[src/rtl/dmem_port_arbiter.sv]
// dmem_port_arbiter: shares the block-memory data port between the CPU LSU
// (single-beat accesses) and the NN accelerator (locked 1..16-word bursts).
//
// Ports:
//   iclk, irst_n            clock, async active-low reset
//   iCpuReq/We/Addr/WData   CPU single access request (held until oCpuGnt)
//   oCpuGnt                 CPU access performed this cycle
//   oCpuRData/oCpuRValid    registered CPU read data, pulse the cycle after
//   iAccReq/We/Addr/Len     accelerator burst request (held until first oAccGnt)
//   iAccWData               write data for the current beat
//   oAccGnt/oAccDone        beat performed / last beat of burst
//   oAccRData/oAccRValid    registered accelerator read data, pulse per beat
//   oMemAddr/Write/Data     to memory; iMemData combinational read data back
module dmem_port_arbiter #(
  parameter int ADDR_W    = 11,
  parameter int DATA_W    = 16,
  parameter int BURST_MAX = 16
) (
  input  logic              iclk,
  input  logic              irst_n,
  input  logic              iCpuReq,
  input  logic              iCpuWe,
  input  logic [15:0]       iCpuAddr,
  input  logic [DATA_W-1:0] iCpuWData,
  output logic              oCpuGnt,
  output logic [DATA_W-1:0] oCpuRData,
  output logic              oCpuRValid,
  input  logic              iAccReq,
  input  logic              iAccWe,
  input  logic [15:0]       iAccAddr,
  input  logic [3:0]        iAccLen,
  input  logic [DATA_W-1:0] iAccWData,
  output logic              oAccGnt,
  output logic [DATA_W-1:0] oAccRData,
  output logic              oAccRValid,
  output logic              oAccDone,
  output logic [15:0]       oMemAddr,
  output logic              oMemWrite,
  output logic [DATA_W-1:0] oMemData,
  input  logic [DATA_W-1:0] iMemData
);

  localparam int CW = $clog2(BURST_MAX);

  typedef enum logic [1:0] {
    IDLE,
    CPU,
    ACC
  } state_t;

  state_t              state_q;
  logic                last_acc_q;
  logic                acc_we_q;
  logic [ADDR_W-1:0]   base_q;
  logic [CW-1:0]       len_q;
  logic [CW-1:0]       cnt_q;
  logic [DATA_W-1:0]   cpu_rdata_q;
  logic [DATA_W-1:0]   acc_rdata_q;
  logic                cpu_rvalid_q;
  logic                acc_rvalid_q;

  logic                pick_cpu;
  logic                acc_last;
  logic [ADDR_W-1:0]   acc_addr;
  logic [ADDR_W-1:0]   cpu_addr;

  // Only the low ADDR_W address bits reach memory.
  logic unused_addr_hi;
  assign unused_addr_hi = ^{iCpuAddr[15:ADDR_W], iAccAddr[15:ADDR_W]};

  // On a tie the requester that did not own the port last wins.
  assign pick_cpu = iCpuReq && (!iAccReq || last_acc_q);
  assign acc_last = (cnt_q == len_q);
  // Burst addresses wrap inside the ADDR_W space.
  assign acc_addr = base_q + ADDR_W'(cnt_q);
  assign cpu_addr = iCpuAddr[ADDR_W-1:0];

  always_comb begin
    oCpuGnt   = 1'b0;
    oAccGnt   = 1'b0;
    oAccDone  = 1'b0;
    oMemAddr  = '0;
    oMemWrite = 1'b0;
    oMemData  = '0;
    unique case (state_q)
      CPU: begin
        oCpuGnt   = 1'b1;
        oMemAddr  = 16'(cpu_addr);
        oMemWrite = iCpuWe;
        oMemData  = iCpuWData;
      end
      ACC: begin
        oAccGnt   = 1'b1;
        oAccDone  = acc_last;
        oMemAddr  = 16'(acc_addr);
        oMemWrite = acc_we_q;
        oMemData  = iAccWData;
      end
      default: ;
    endcase
  end

  assign oCpuRData  = cpu_rdata_q;
  assign oCpuRValid = cpu_rvalid_q;
  assign oAccRData  = acc_rdata_q;
  assign oAccRValid = acc_rvalid_q;

  always_ff @(posedge iclk or negedge irst_n) begin
    if (!irst_n) begin
      state_q      <= IDLE;
      last_acc_q   <= 1'b1;
      acc_we_q     <= 1'b0;
      base_q       <= '0;
      len_q        <= '0;
      cnt_q        <= '0;
      cpu_rdata_q  <= '0;
      acc_rdata_q  <= '0;
      cpu_rvalid_q <= 1'b0;
      acc_rvalid_q <= 1'b0;
    end else begin
      cpu_rvalid_q <= 1'b0;
      acc_rvalid_q <= 1'b0;
      unique case (state_q)
        IDLE: begin
          if (pick_cpu) begin
            state_q <= CPU;
          end else if (iAccReq) begin
            state_q  <= ACC;
            base_q   <= iAccAddr[ADDR_W-1:0];
            acc_we_q <= iAccWe;
            len_q    <= iAccLen[CW-1:0];
            cnt_q    <= '0;
          end
        end
        CPU: begin
          if (!iCpuWe) begin
            cpu_rdata_q  <= iMemData;
            cpu_rvalid_q <= 1'b1;
          end
          last_acc_q <= 1'b0;
          state_q    <= IDLE;
        end
        ACC: begin
          if (!acc_we_q) begin
            acc_rdata_q  <= iMemData;
            acc_rvalid_q <= 1'b1;
          end
          cnt_q <= cnt_q + CW'(1);
          if (acc_last) begin
            cnt_q      <= '0;
            last_acc_q <= 1'b1;
            state_q    <= IDLE;
          end
        end
        default: state_q <= IDLE;
      endcase
    end
  end

endmodule

[config.mk]
export PLATFORM = sky130hd
export DESIGN_NAME = dmem_port_arbiter
export DESIGN_NICKNAME = d
export VERILOG_FILES = /design/src/rtl/dmem_port_arbiter.sv
export SDC_FILE = /design/constraint.sdc
export NUM_CORES = 1
export LEC_CHECK = 0
export BUFFER_PORTS_ARGS = -buffer_cell sky130_fd_sc_hd__buf_2
export CAP_MARGIN = 20
export CORE_ASPECT_RATIO = 1.5
export CORE_MARGIN = 2
export CORE_UTILIZATION = 38
export DETAILED_ROUTE_END_ITERATION = 8
export PLACE_DENSITY = 0.77
export SYNTH_ARGS = -nofsm -noshare
export SYNTH_HDL_FRONTEND = slang
export SYNTH_SLANG_ARGS = --single-unit
[constraint.sdc]
create_clock -name iclk -period 2.08 [get_ports iclk]
set_input_delay 0.312 -clock iclk [delete_from_list [all_inputs] [get_ports iclk]]
set_output_delay 0.312 -clock iclk [all_outputs]
set_load 0.05 [all_outputs]
==> reports/results.txt <==
status = finished with violations
failing checks = setup timing
vias in the first global route = 2854
layout cell share with drive strength beyond 1 = 62.8%
Initial Utilization = 38.8%
Setup Skew = 0.00523 ns
worst setup path class = register to output pin
Initial DRT Pass Iterations = 4
Nets = 547
Min Hold Slack = 0.200 ns
Mapped Area = 3070 um2
synthesized flop and latch total = 57
asr flop ratio synth = 100%
number of I/O port buffers = 144
Starting DRT DRC Count = 90
number of synthesized flops with an enable pin = 0
Remaining Overflow, GRT = 0
Internal = 4850 uW
clk slew on worst S/H paths = 0.05 ns
Slew @ Worst Pin = 0.524 ns
initial antenna violation count = 0
antenna cells = 0
worst setup path startpoint = cnt_q[0]$_DFFE_PN0P_
CTS Buf Count = 9
maximum clock frequency = 0.398 GHz
post-route ant nets = 0
root buf cell = clkbuf_16
average via count per standard cell = 4.89
Logic pwr share = 60.3%
fill count = 628
critical path arrival = 2.20 ns
final setup fails = 10
RSZ-0062 raised after global routing = yes
core area = 7910 um2
period utilisation layout = 121%
Tmin final = 2.51 ns
Clock Path Buffers = 2
cell area power density = 1830 nW/um2
Horiz. Die Dim = 77.4 um
switching part of the total = 46.4%
net switching power = 4190 uW
setup TNS = -2.58 ns
commonest non-fill, non-tap cells in the layout = 116 x buf_2, 56 x dfrtp_1, 39 x buf_4
placed cell count = 536
worst hold path type = primary input to register
clock sinks = 57
worst-case headroom to the max-slew limit = 65.0%
CTS tree = built
yosys warns = 0
number of distinct library cells after synthesis = 42
FP Rows = 40
critical path peak fanout = 6
Synth Instances = 278
GRT Total Usage = 18.2%
H-tree levels = 3
Post-route DRC = 0
Via Count = 2724
required time worst endpoint = 1.77 ns
Leakage = 0.00229 uW
maxcap violations = 0
final hold violations = 0
wire length of the first global-routing pass = 12.7 mm
I/O Pins = 160
commonest non-fill, non-tap cell in the layout = buf_2
largest net degree at the start of global routing = 24
Area after DPL = 4280 um2
Finished Cell Area = 4950 um2
Clock Power Share = 17.7%
routability cong. = 0.840
Slew Viols, Final = 0
sequential power share = 21.9%
DR WL/cell = 14.5 um
DP HPWL = 5.93 mm
Area Growth Syn to Fin = 61.2%
Clock Latency Late Sink = 0.32 ns
reg-to-reg startpoint = state_q[0]$_DFFE_PN0P_
WL final = 8.08 mm
Main synth FF type = dfrtp_1
Die ar. = 8830 um2
CP Launch Type = register
post-route insts no fill = 557
VDD IR max = 0.00120 V
overall die height = 114 um
crit end category = output pin
Hold Path Origin = iAccAddr[9]
fin worst setup slack = -0.429 ns
Seq/Total Area, Yosys = 46.5%
Mean Syn Cell Area = 11.0 um2
==> path summary, 6_finish.rpt <==
kind | to | slack, ns | cells past startpoint
worst max register to register | cnt_q[2]$_DFFE_PN0P_ | 0.05 | 10
worst max-delay path | oMemAddr[10] | -0.43 | 8
min in group asynchronous | acc_we_q$_DFFE_PN0P_ | 0.51 | 2
max in group asynchronous | oAccRData[15]$_DFFE_PN0P_ | 0.98 | 3
worst min-delay path | base_q[9]$_DFFE_PN0P_ | 0.20 | 3
worst min register to register | oCpuRData[8]$_DFFE_PN0P_ | 0.48 | 1
==> flip-flops by register name (all words and copies together) (netlist names) <==
signal,flops
cnt_q,4
acc_we_q,1
state_q,2
oAccRData,16
last_acc_q,1
base_q,11
oCpuRData,16
len_q,4
oAccRValid,1
oCpuRValid,1
==> worst max-delay path, cell delays in order (launching register included) <==
cell and delay, ns:
dfrtp_1 0.35, ha_2 0.19, inv_2 0.04, fa_2 0.33
nand2b_4 0.19, a2111oi_4 0.36, xnor2_2 0.12, o21ai_4 0.13
buf_6 0.17
==> synth_stat cells, types with 2 or more instances <==
cell	number	area [um2]
nand3_1	5	25.0
and2_1	4	25.0
nand2_1	19	71.3
a211oi_1	3	22.5
mux2_2	26	293
mux2_1	19	214
inv_1	16	60.1
a22oi_1	19	143
o21ai_1	10	50.1
dfrtp_1	56	1400
o21ai_0	9	45.0
nor2_1	3	11.3
ha_1	8	100
nand2b_1	2	12.5
clkbuf_1	7	26.3
xnor2_1	9	78.8
buf_4	6	45.0
o22ai_1	2	12.5
a21oi_1	6	30.0
buf_2	6	30.0
nor2b_1	21	131
mux2i_1	2	20.0
==> cells by family after synthesis <==
| logic type | count (synthesis) | synth area share (%) |
|---|---|---|
| AOI/OAI and AO/OA | 59 | 13.8 |
| xor gates and xnor gates | 9 | 2.57 |
| adders and majority gates | 9 | 3.91 |
| buffers and inverters | 35 | 5.26 |
| DFF | 57 | 46.5 |
| muxes | 47 | 17.2 |
| other | 1 | 0.122 |
| and+or+nand+nor | 61 | 10.7 |
==> layout make-up <==
class	instances	area [um2]	share of cell area [%]
clock inverter	2	60.1	1.21
tap	105	131	2.65
clock buffer	13	270	5.46
timing repair buffer	174	1140	23.1
sequential	57	1430	28.8
multi-input combinational	190	1850	37.4
inverter	16	63.8	1.29
==> layer usage <==
| metal | global-route usage (%) | wire (um) | part of all wire, % | up-vias |
|---|---|---|---|---|
| met2 | 33.9 | 4470 | 55 | 90 |
| met4 | 7.62 | 131 | 1.6 | 0 |
| met1 | 18.9 | 3020 | 37 | 1317 |
| met5 | 0 | 0 | 0 | - |
| met3 | 5.28 | 456 | 5.6 | 12 |
| li1 | - | - | - | 1305 |
==> per-stage QoR <==
stage | util [%] | power (uW) | setup WS (ns)
floorplan | - | 5770 | -0.246
global placement | 54.1 | 6820 | -0.237
detailed placement | 54.1 | 6940 | -0.286
CTS | 60.7 | 8860 | -0.430
global route | 62.6 | 9480 | -0.521
finish | 62.6 | 9040 | -0.429
==> power groups by stage <==
stage / Combinational (uW) / Clock (uW) / Sequential [uW]
floorplan: 2640 / 0 / 3120
global placement: 4870 / 0 / 1950
detailed placement: 4950 / 0 / 1990
CTS: 5240 / 1640 / 1980
global route: 5740 / 1680 / 2060
finish: 5450 / 1600 / 1980
==> what timing repair did <==
| action | 4_1_cts | 5_1_grt |
|---|---|---|
| hold buffers | 1 | 0 |
| buffers inserted | 2 | 3 |
| pin swaps | 7 | 7 |
| resized for setup | 51 | 31 |
| setup endpoints to repair | 28 | 29 |
| hold endpoints to repair | 20 | 0 |
(Power assumes the default switching activity.)
